--- config.mk ---
export PLATFORM = sky130hd
export DESIGN_NAME = sram_march_seq
export DESIGN_NICKNAME = d
export VERILOG_FILES = /design/src/rtl/sram_march_seq.sv
export SDC_FILE = /design/constraint.sdc
export NUM_CORES = 1
export LEC_CHECK = 0
export CORE_MARGIN = 5
export CORE_UTILIZATION = 49
export CTS_BUF_LIST = sky130_fd_sc_hd__clkbuf_8 sky130_fd_sc_hd__clkbuf_16
export DETAILED_ROUTE_END_ITERATION = 8
export GPL_TIMING_DRIVEN = 0
export PLACE_DENSITY = 0.76
export SYNTH_ARGS = -nofsm -noshare
export SYNTH_HDL_FRONTEND = slang
export SYNTH_SLANG_ARGS = --single-unit
--- constraint.sdc ---
create_clock -name clk -period 3.4 [get_ports clk]
set_input_delay 0.68 -clock clk [delete_from_list [all_inputs] [get_ports clk]]
set_output_delay 0.68 -clock clk [all_outputs]
set_load 0.02 [all_outputs]
--- src/rtl/sram_march_seq.sv ---
// sram_march_seq: march self-test sequencer for the async SRAM controller.
//
// Runs two passes over addresses 0..ADDR_LAST. Each pass writes every cell
// with a pattern, then reads each cell back and compares it. Pass 0 uses
// P(a) = a[7:0] ^ a[15:8] ^ a[20:16] ^ seed, and pass 1 uses ~P(a).
//
// Ports
//   clk, reset_n      : clock, asynchronous active-low reset
//   start             : one-clock pulse; accepted in IDLE/DONE when abort is low
//   abort             : level; ends a running test and returns to IDLE
//   seed              : pattern seed, latched when start is accepted
//   busy, done        : test running / test finished
//   pass_ok           : valid while done=1; high iff no mismatches
//   phase             : 00 idle, 01 writing, 10 reading, 11 done
//   pass_idx          : current pass (0/1)
//   err_count         : saturating mismatch count
//   first_err_addr/exp/got : address, expected byte and read byte of the first mismatch
//   sram_rw/addr/wdata: request side of the controller (rw=0 means write)
//   sram_rdata        : registered read data from the controller
module sram_march_seq #(
  parameter int unsigned AW        = 21,
  parameter int unsigned DW        = 8,
  parameter int unsigned ADDR_LAST = 2**21-1,
  parameter int unsigned WR_CYCLES = 2,
  parameter int unsigned RD_CYCLES = 2
) (
  input  logic          clk,
  input  logic          reset_n,
  input  logic          start,
  input  logic          abort,
  input  logic [7:0]    seed,
  output logic          busy,
  output logic          done,
  output logic          pass_ok,
  output logic [1:0]    phase,
  output logic          pass_idx,
  output logic [15:0]   err_count,
  output logic [AW-1:0] first_err_addr,
  output logic [DW-1:0] first_err_exp,
  output logic [DW-1:0] first_err_got,
  output logic          sram_rw,
  output logic [AW-1:0] sram_addr,
  output logic [DW-1:0] sram_wdata,
  input  logic [DW-1:0] sram_rdata
);

  typedef enum logic [2:0] {
    S_IDLE, S_W_SETUP, S_W_PULSE, S_W_HOLD, S_R_SETUP, S_R_WAIT, S_R_CMP, S_DONE
  } state_t;

  localparam logic [AW-1:0] LAST   = AW'(ADDR_LAST);
  localparam logic [7:0]    WR_END = 8'(WR_CYCLES - 1);
  localparam logic [7:0]    RD_END = 8'(RD_CYCLES - 1);

  // Address bits above 20 are zero for the supported AW, so folding the
  // zero-extended address in three bytes matches the {3'b0,a[20:16]} term.
  function automatic logic [7:0] f_pattern(input logic [AW-1:0] a,
                                           input logic [7:0]    s,
                                           input logic          inv);
    logic [23:0] x;
    x = 24'(a);
    return x[7:0] ^ x[15:8] ^ x[23:16] ^ s ^ {8{inv}};
  endfunction

  state_t r_state, w_state_nxt;
  logic [7:0] r_cnt, w_cnt_nxt;
  logic r_abt, w_abt_nxt;
  logic [7:0] r_seed, w_seed_nxt;

  logic          r_busy, r_done, r_pass_ok, r_pass_idx, r_sram_rw;
  logic [1:0]    r_phase;
  logic [15:0]   r_err_count;
  logic [AW-1:0] r_first_err_addr, r_sram_addr;
  logic [DW-1:0] r_first_err_exp, r_first_err_got, r_sram_wdata;

  logic          w_busy_nxt, w_done_nxt, w_pass_ok_nxt, w_pass_nxt, w_rw_nxt;
  logic [1:0]    w_phase_nxt;
  logic [15:0]   w_err_nxt;
  logic [AW-1:0] w_fa_nxt, w_addr_nxt, w_addr_step;
  logic [DW-1:0] w_fe_nxt, w_fg_nxt, w_wdata_nxt;

  logic          w_accept, w_at_last, w_mismatch;
  logic [7:0]    w_exp;

  assign w_accept    = (r_state == S_IDLE || r_state == S_DONE) && start && !abort;
  assign w_at_last   = (r_sram_addr == LAST);
  assign w_addr_step = (w_accept || w_at_last) ? '0 : r_sram_addr + AW'(1);
  assign w_exp       = f_pattern(r_sram_addr, r_seed, r_pass_idx);
  assign w_mismatch  = (sram_rdata != DW'(w_exp));

  // State register
  always_ff @(posedge clk or negedge reset_n) begin
    if (!reset_n) begin
      r_state <= S_IDLE;
      r_cnt   <= '0;
      r_abt   <= 1'b0;
    end else begin
      r_state <= w_state_nxt;
      r_cnt   <= w_cnt_nxt;
      r_abt   <= w_abt_nxt;
    end
  end

  // Next-state logic
  always_comb begin
    w_state_nxt = r_state;
    unique case (r_state)
      S_IDLE, S_DONE: if (w_accept) w_state_nxt = S_W_SETUP;
      S_W_SETUP: w_state_nxt = abort ? S_IDLE : S_W_PULSE;
      // An abort during the pulse still goes through W_HOLD so rw rises
      // before the address can move.
      S_W_PULSE: if (abort || r_cnt == WR_END) w_state_nxt = S_W_HOLD;
      S_W_HOLD: begin
        if (abort || r_abt) w_state_nxt = S_IDLE;
        else                w_state_nxt = w_at_last ? S_R_SETUP : S_W_SETUP;
      end
      S_R_SETUP: w_state_nxt = abort ? S_IDLE : S_R_WAIT;
      S_R_WAIT: begin
        if (abort)                w_state_nxt = S_IDLE;
        else if (r_cnt == RD_END) w_state_nxt = S_R_CMP;
      end
      S_R_CMP: begin
        if (abort)           w_state_nxt = S_IDLE;
        else if (!w_at_last) w_state_nxt = S_R_SETUP;
        else                 w_state_nxt = r_pass_idx ? S_DONE : S_W_SETUP;
      end
      default: w_state_nxt = S_IDLE;
    endcase
    w_cnt_nxt = ((r_state == S_W_PULSE || r_state == S_R_WAIT) && w_state_nxt == r_state)
                ? r_cnt + 8'd1 : '0;
    w_abt_nxt = (r_state == S_W_PULSE) && abort;
  end

  // Output logic (next values of the registered outputs)
  always_comb begin
    w_seed_nxt  = r_seed;
    w_pass_nxt  = r_pass_idx;
    w_addr_nxt  = r_sram_addr;
    w_wdata_nxt = r_sram_wdata;
    w_err_nxt   = r_err_count;
    w_fa_nxt    = r_first_err_addr;
    w_fe_nxt    = r_first_err_exp;
    w_fg_nxt    = r_first_err_got;
    w_rw_nxt    = (w_state_nxt != S_W_PULSE);
    w_busy_nxt  = (w_state_nxt != S_IDLE) && (w_state_nxt != S_DONE);
    w_done_nxt  = (w_state_nxt == S_DONE);
    unique case (w_state_nxt)
      S_IDLE:                         w_phase_nxt = 2'b00;
      S_W_SETUP, S_W_PULSE, S_W_HOLD: w_phase_nxt = 2'b01;
      S_R_SETUP, S_R_WAIT, S_R_CMP:   w_phase_nxt = 2'b10;
      default:                        w_phase_nxt = 2'b11;
    endcase

    if (w_accept) begin
      w_seed_nxt = seed;
      w_pass_nxt = 1'b0;
      w_err_nxt  = '0;
      w_fa_nxt   = '0;
      w_fe_nxt   = '0;
      w_fg_nxt   = '0;
    end else if (r_state == S_R_CMP && w_state_nxt == S_W_SETUP) begin
      w_pass_nxt = 1'b1;
    end

    if (r_state == S_R_CMP && w_mismatch) begin
      if (r_err_count != 16'hFFFF) w_err_nxt = r_err_count + 16'd1;
      if (r_err_count == '0) begin
        w_fa_nxt = r_sram_addr;
        w_fe_nxt = DW'(w_exp);
        w_fg_nxt = sram_rdata;
      end
    end

    if (w_state_nxt != r_state && (w_state_nxt == S_W_SETUP || w_state_nxt == S_R_SETUP)) begin
      w_addr_nxt  = w_addr_step;
      w_wdata_nxt = DW'(f_pattern(w_addr_step, w_seed_nxt, w_pass_nxt));
    end

    w_pass_ok_nxt = (w_state_nxt == S_DONE) && (w_err_nxt == '0);
  end

  // Output registers
  always_ff @(posedge clk or negedge reset_n) begin
    if (!reset_n) begin
      r_seed           <= '0;
      r_busy           <= 1'b0;
      r_done           <= 1'b0;
      r_pass_ok        <= 1'b0;
      r_phase          <= '0;
      r_pass_idx       <= 1'b0;
      r_err_count      <= '0;
      r_first_err_addr <= '0;
      r_first_err_exp  <= '0;
      r_first_err_got  <= '0;
      r_sram_rw        <= 1'b1;
      r_sram_addr      <= '0;
      r_sram_wdata     <= '0;
    end else begin
      r_seed           <= w_seed_nxt;
      r_busy           <= w_busy_nxt;
      r_done           <= w_done_nxt;
      r_pass_ok        <= w_pass_ok_nxt;
      r_phase          <= w_phase_nxt;
      r_pass_idx       <= w_pass_nxt;
      r_err_count      <= w_err_nxt;
      r_first_err_addr <= w_fa_nxt;
      r_first_err_exp  <= w_fe_nxt;
      r_first_err_got  <= w_fg_nxt;
      r_sram_rw        <= w_rw_nxt;
      r_sram_addr      <= w_addr_nxt;
      r_sram_wdata     <= w_wdata_nxt;
    end
  end

  assign busy           = r_busy;
  assign done           = r_done;
  assign pass_ok        = r_pass_ok;
  assign phase          = r_phase;
  assign pass_idx       = r_pass_idx;
  assign err_count      = r_err_count;
  assign first_err_addr = r_first_err_addr;
  assign first_err_exp  = r_first_err_exp;
  assign first_err_got  = r_first_err_got;
  assign sram_rw        = r_sram_rw;
  assign sram_addr      = r_sram_addr;
  assign sram_wdata     = r_sram_wdata;

endmodule

==> summary.txt, run 1 <==
Critical path
  • Arr. time, crit path: approximately 3.5 ns
  • Worst r2r src: sram_addr[1]
  • CP Capture Type: register
  • Cell mode on critical path: buf_4
  • Crit Reg-Reg Endpoint: sram_addr[13]
  • CP cell instances: ha_1, buf_4, nand4_4, or2_1, buf_6, nor4_4, buf_4, a31oi_1, o211a_1, o21a_4, clkbuf_1, o41ai_1, o31ai_2
  • Req. time, crit path: about 3.6 ns
  • Worst R2R Path Depth: 13
  • Crit Path Category: reg -> reg
  • Critical-path maximum fanout: 10
  • Slowest-stage cell, CP: o41ai_1
  • Max incr delay on CP: between 0.5 and 0.6 ns
  • R2r setup slk: around 0.085 ns
  • CP Launch Type: register

Cells and area
  • Most frequent cells in the layout: clkdlybuf4s50_1, dfrtp_1, nand2_1
  • Antenna diodes: 0
  • P&R area growth vs syn: 28.5%
  • Share of cells above drive strength 1: 0.157
  • Multi-input logic area: about 0.0037 mm²
  • Nets: 850
  • Leading cell type in the layout, fill and taps excluded: clkdlybuf4s50_1
  • Reg area: roughly 0.0027 mm²
  • Fill cells: ~1100

Global route
  • GRT Overall Usage: 0.241
  • Congestion Overflow GR: 0
  • Initial antenna violation count: 0
  • First-pass GRT wire length: about 31 mm
  • Vias in the first global route: 5813
  • Largest net degree at the start of global routing: 66

Yosys
  • Ys async rst share: 1.00
  • #FFs+latches synth: roughly 110
  • Most used DFF post-synth: dfrtp_1
  • EDFF count, synth: 0
  • Avg Inst Size Synth: ~9.5 µm²
  • Syn Nets: a little over 700
  • Cell area after synthesis: roughly 0.0066 mm²
  • Yosys Warn Count: 0
  • Yosys cell types: 79
  • Register area share after synthesis: 0.410
  • Mapped Cells: approximately 690

Timing
  • Pins over their slew limit: 0
  • Fin. Hold Viols: 0
  • RSZ-0062 raised after global routing: true
  • Setup violators final: 0
  • Hold WS: 0.420 ns
  • Minimum clock period: about 3.3 ns
  • Max Fclk: ~300 MHz
  • Worst-margin pin slew: 0.970 ns
  • Clock Skew: around 0.0073 ns
  • Relative slew margins: 0.348
  • Final Cycle Share: 0.975
  • Post-route setup TNS: 0 ns

Die
  • Die footprint: about 0.016 mm²
  • Die height: roughly 130 µm
  • Die width: 126 µm
  • Core Box Area: between 0.01 and 0.015 mm²
  • I/O Pins: between 100 and 150
  • Initial Utilization: 0.500
  • # rows: between 40 and 50

Drt
  • Via count: a little under 6000
  • First-pass DRT Iterations: 5
  • Initial drt markers: around 700
  • Final wirelength: ~19 mm
  • Post-route ant nets: 0
  • Routed length per instance: around 19 µm
  • Routed vias/inst: 5.91
  • DRC: 0

Job
  • Max_cap viols: 0

Power and ir drop
  • Total power draw: approximately 5.6 mW
  • Pleak: ~3.7 nW
  • Power density cells: ~660 mW/mm²
  • Peak supply drop: between 0.0005 and 0.0006 V

Outcome
  • Outcome: complete, no violations

Placement
  • Number of I/O port buffers: approximately 110
  • Hpwl dp: 14.1 mm
  • Global placer's final weighted congestion: about 0.95

Clocking
  • CTS tree: yes
  • Clock transition at path regs: about 0.060 ns
  • Clock sinks: roughly 110
  • CTS root buf: clkbuf_16
  • # H-tree levels: 3
  • Total CTS buffers: 9
  • Later-pin clock latency in the skew report: between 0.3 and 0.4 ns
  • CTS max path bufs: 2

Hold path
  • Hold WC Path Type: in -> async
-- final cells by class --
class / instances / share of cell area
clock buffers: 13 / 0.0331
multi-input cells: 515 / 0.438
plain buffers: 54 / 0.0340
flip-flops and latches: 108 / 0.320
well taps: 176 / 0.0260
repair buffers: 122 / 0.141
clock inverters: 2 / 0.00103
inverters: 15 / 0.00665
-- state kept, by name, indices dropped and copies added, names as in the netlist --
name,count
sram_rw,1
err_count,16
sram_addr,21
r_cnt,8
sram_wdata,8
first_err_got,8
busy,1
done,1
pass_idx,1
first_err_addr,21
pass_ok,1
r_seed,8
r_abt,1
phase,2
r_state,2
first_err_exp,8
-- synthesized netlist by cell type (7+ instances only) --
library cell / number / area, µm²
or3_1: 8 / 50.1
o31ai_1: 12 / 90.1
xnor2_1: 39 / 342
a31oi_1: 10 / 62.6
nor3_1: 12 / 60.1
nand2_1: 96 / 360
dfrtp_1: 107 / 2680
and3_1: 16 / 100
buf_4: 7 / 52.6
o21ai_0: 37 / 185
xor2_1: 19 / 166
nand3_1: 63 / 315
nand4_1: 11 / 68.8
clkbuf_1: 30 / 113
mux2_2: 8 / 90.1
xnor3_1: 9 / 203
inv_1: 15 / 56.3
nor4_1: 11 / 68.8
a21oi_1: 7 / 35.0
buf_2: 11 / 55.1
o41ai_1: 13 / 114
nor2_1: 41 / 154
-- per-stage QoR --
stage	setup slack, ns	utilization	std cells	cell area [µm²]
final	0.0851	0.642	1005	8470
after CTS	0.0112	0.627	994	8270
after detailed placement	-0.535	0.599	977	7900
after floorplan	0.0368	-	693	6590
after global routing	-0.0272	0.642	1005	8470
after global placement	-2.46	0.598	976	7880
-- cells by family (layout without fill, tap and decap cells) --
group | count (synthesis) | count (layout) | synth area share
simple gates | 296 | 296 | 0.228
flops | 108 | 108 | 0.410
mux | 17 | 17 | 0.0319
fa+ha+maj | 5 | 5 | 0.00949
compound gates | 123 | 123 | 0.138
buf+inv | 70 | 206 | 0.0516
xor+xnor | 74 | 74 | 0.131
-- worst max-delay path, delay by kind of cell, from the launching register on --
kind	cells	cell delay [ns]
AO/OA/AOI/OAI	5	1.30
buffers and inverters	4	0.78
AND/OR/NAND/NOR	3	0.52
flip-flops	1	0.40
adder cells (fa/ha/maj)	1	0.15
-- worst max path at each step --
stage	slack [ns]	from	endpoint	depth (start not counted)
finish	0.09	sram_addr[1]	sram_addr[13]	13
global placement	-2.46	reset_n	first_err_got[7]	1
floorplan	0.04	sram_addr[0]	sram_addr[15]	13
CTS	0.01	sram_addr[1]	sram_addr[13]	14
detailed placement	-0.54	sram_addr[0]	sram_addr[18]	10
global route	-0.03	sram_addr[3]	pass_ok	10
-- per-layer routing --
layer,track usage,vias to the layer above,share of wire
met5,0,-,0
met4,0.0795,0,0.018
met3,0.0521,25,0.087
met2,0.377,289,0.46
met1,0.335,2877,0.43
li1,-,2749,-
-- what timing repair did --
item / in CTS / in global routing
hold buffers: 0 / 0
setup endpoints to repair: 71 / 62
buffers inserted: 3 / 11
pin swaps: 2 / 7
resized for setup: 16 / 28
-- where the power goes --
part | leakage, nW | internal, mW | switching [mW]
registers | 1.44 | 1.49 | 0.162
clock network | 0.149 | 0.570 | 0.452
logic | 2.08 | 1.34 | 1.59
Power figures use the tool's default switching activity.
==> inputs of run 2 (changes only) <==
--- a/config.mk
+++ b/config.mk
@@ -5,6 +5,7 @@
 export SDC_FILE = /design/constraint.sdc
 export NUM_CORES = 1
 export LEC_CHECK = 0
+export ABC_AREA = 1
 export CORE_MARGIN = 5
 export CORE_UTILIZATION = 49
 export CTS_BUF_LIST = sky130_fd_sc_hd__clkbuf_8 sky130_fd_sc_hd__clkbuf_16
==> run 2 against run 1 <==
Against the previous run: die area is 1.6% higher; global-route usage is 0.98 points higher; final cell count grew 23%; critical path depth is 2 higher; sequential cell count unchanged; clock skew fell by 0.0033 ns; clock-buffer cell count shrank 1; hold slack worse by 0.098 ns; core utilization fell by 1.9 points; largest cell class unchanged.
==> summary.txt, run 2 <==
Outcome
  • Outcome: complete, no violations

Power and ir drop
  • P_int: 2.87 mW (-15%)
  • Power density cells: 604 mW/mm² (-8.6%)
  • Sequential power share: 0.326 (+0.032)
  • P_sw: 2.15 mW (-2.3%)
  • Combinational power share: 0.473 (-0.050)
  • Clock share of power: 0.202 (+0.020)
  • Peak supply drop: 0.000358 V (-32%)
  • Pleak: 3.99 nW (+8.6%)
  • Sw Share: 0.429 (+0.0351)

Clocking
  • Total CTS buffers: 9 (unchanged)
  • Clock transition at path regs: 0.07 ns (about the same)
  • # hold bufs at CTS: 0 (unchanged)
  • CTS max path bufs: 2 (unchanged)
  • Postcts setup bufs: 0 (-3)
  • Later-pin clock latency in the skew report: 0.35 ns (about the same)
  • # H-tree levels: 3 (unchanged)
  • CTS tree: yes
  • CTS root buf: clkbuf_16
  • Clock sinks: 108 (unchanged)
  • PostCTS Resize Cnt: 0 (-16)

Yosys
  • Top cell type's share of synthesized area: 0.399 (-0.00683)
  • Most instantiated cells after synthesis: nand2_1, nand3_1, inv_1
  • Yosys cell types: 47 (-41%)
  • Cell area after synthesis: 0.00670 mm² (+1.7%)
  • Ys async rst share: 1.00 (unchanged)
  • #FFs+latches synth: 108 (unchanged)
  • Register area share after synthesis: 0.403 (-0.00689)
  • Synth top area cells: dfrtp_1, nand2_1, nand3_1
  • Most used DFF post-synth: dfrtp_1
  • Avg Inst Size Synth: 7.15 µm² (-25%)
  • Most frequent cell after synthesis: nand2_1
  • Yosys top cell by area: dfrtp_1
  • Mapped Cells: 938 (+35%)
  • Yosys Warn Count: 0 (unchanged)
  • EDFF count, synth: 0 (unchanged)
  • Syn Nets: 963 (+34%)

Drt
  • Via count: 6507 (+9.5%)
  • DRC: 0 (unchanged)
  • Final wirelength: 19.8 mm (+2.8%)
  • Routed length per instance: 15.9 µm (-17%)
  • Routed vias/inst: 5.25 (-11%)
  • Post-route ant nets: 0 (unchanged)
  • First-pass DRT Iterations: 5 (unchanged)
  • Initial drt markers: 488 (-28%)

Timing
  • Setup violators final: 0 (unchanged)
  • Minimum clock period: 3.02 ns (-0.290 ns)
  • Fin. Hold Viols: 0 (unchanged)
  • Pins over their slew limit: 0 (unchanged)
  • RSZ-0062 raised after global routing: false
  • Final Cycle Share: 0.890 (-0.0854)
  • Clock Skew: 0.00400 ns (-0.00335 ns)
  • Relative slew margins: 0.567 (+0.219)
  • Post-route setup TNS: 0 ns (unchanged)
  • Worst-margin pin slew: 0.649 ns (-0.321 ns)
  • Max Fclk: 331 MHz (+9.6%)

Die
  • # rows: 42 (unchanged)
  • Die footprint: 0.0161 mm² (+1.6%)
  • Initial Utilization: 0.502 (+0.00254)
  • Die height: 127 µm (+0.78%)
  • I/O Pins: 109 (unchanged)
  • Die width: 127 µm (+0.78%)
  • Core Box Area: 0.0133 mm² (+1.2%)

Job
  • Max_cap viols: 0 (unchanged)

Critical path
  • Crit Reg-Reg Endpoint: sram_addr[7]
  • Crit Path Category: reg -> reg
  • R2r setup slk: 0.38 ns (+0.29 ns)
  • CP Launch Type: register
  • Worst r2r src: sram_addr[0]
  • CP Capture Type: register
  • Worst R2R Path Depth: 15 (+2)
  • Critical-path maximum fanout: 10 (unchanged)
  • Arr. time, crit path: 3.24 ns (-0.29 ns)
  • Req. time, crit path: 3.62 ns (about the same)

Placement
  • Global placer's final weighted congestion: 0.961 (+1.1%)
  • Number of I/O port buffers: 108 (+0.93%)
  • Hpwl dp: 15.1 mm (+7.5%)
  • DP Area: 0.00803 mm² (+1.6%)

Global route
  • Largest net degree at the start of global routing: 66 (unchanged)
  • GRT Overall Usage: 0.251 (+0.00982)
  • Congestion Overflow GR: 0 (unchanged)
  • First-pass GRT wire length: 32.2 mm (+3.6%)
  • Met1 usage in global routing: 0.335 (-0.000746)
  • Vias in the first global route: 6281 (+8.1%)
  • M2 GR Usage: 0.405 (+0.0288)
  • Initial antenna violation count: 0 (unchanged)
  • GRT met3 Usage: 0.0404 (-0.0117)
  • Most Crowded Layer GR: met2

Cells and area
  • Antenna diodes: 0 (unchanged)
  • Nets: 1083 (+27%)
  • P&R area growth vs syn: 24.0%
  • Share of cells above drive strength 1: 0.0781 (-0.0787)
  • Most frequent cells in the layout: nand2_1, nand3_1, inv_1
  • Leading cell type in the layout, fill and taps excluded: nand2_1
  • Final instance area: 0.00831 mm² (-1.9%)

Hold path
  • Hold WC Path Type: in -> async
-- run 2: worst max-delay path, cell delays in order, from the launching register on --
cell and delay (ns):
dfrtp_1 0.52, ha_1 0.26, nand2_2 0.09, nor2_4 0.14
nand2_2 0.09, nor2_2 0.12, nand2_1 0.12, nor2_2 0.12
nand3_1 0.10, o21ai_1 0.18, nand2_1 0.14, inv_2 0.11
nor2_2 0.06, o21ai_4 0.34, buf_2 0.33, o21ai_0 0.14
-- run 2: worst max path at each step --
| stage | from | end | slack [ns] |
|---|---|---|---|
| floorplan | sram_addr[0] | sram_wdata[7] | 1.02 |
| global placement | reset_n | err_count[11] | -2.50 |
| detailed placement | abort | sram_wdata[4] | -0.14 |
| CTS | abort | sram_wdata[7] | 0.22 |
| global route | abort | first_err_addr[10] | 0.12 |
| finish | sram_addr[0] | sram_addr[7] | 0.38 |
-- run 2: layer usage --
metal | up-vias | part of all wire
li1 | 3235 | -
met4 | 0 | 0.030
met2 | 254 | 0.47
met1 | 2985 | 0.43
met5 | - | 0
met3 | 33 | 0.067
-- run 2: through the flow --
stage / hold WS (ns) / cells / setup WS, ns / power [mW] / utilization
after floorplan: 0.384 / 938 / 1.02 / 3.23 / -
after CTS: 0.349 / 1239 / 0.219 / 5.02 / 0.623
after detailed placement: 0.470 / 1223 / -0.136 / 3.99 / 0.602
after global routing: 0.382 / 1239 / 0.123 / 5.36 / 0.623
after global placement: 0.470 / 1222 / -2.50 / 3.96 / 0.600
final: 0.321 / 1239 / 0.375 / 5.02 / 0.623
-- run 2: power by group through the flow --
stage          Clock, mW  Combinational, mW  Sequential [mW]
6_report            1.01               2.37             1.63
5_1_grt             1.06               2.64             1.66
4_1_cts             1.03               2.36             1.63
3_5_place_dp           0               2.34             1.65
3_3_place_gp           0               2.31             1.65
2_1_floorplan          0               1.49             1.74
-- run 2: area by class of cell --
class	count	area [µm²]
buffer	40	228
clock buffer	12	267
clock inverter	4	16.3
fill	1269	5030
inverter	118	444
multi-input combinational	672	3330
sequential	108	2700
tap	176	220
timing repair buffer	109	1110
-- run 2: kinds of logic (layout without fill, tap and decap cells) --
kind of cell               count (synthesis)  after routing  share of synthesized area
buffers and inverters                    158            283                      0.100
DFF                                      108            108                      0.403
xor gates and xnor gates                  45             45                     0.0588
muxes                                      1              1                    0.00149
adders and majority gates                  5              5                    0.00933
and+or+nand+nor                          520            520                      0.340
AOI/OAI and AO/OA                        101            101                     0.0864
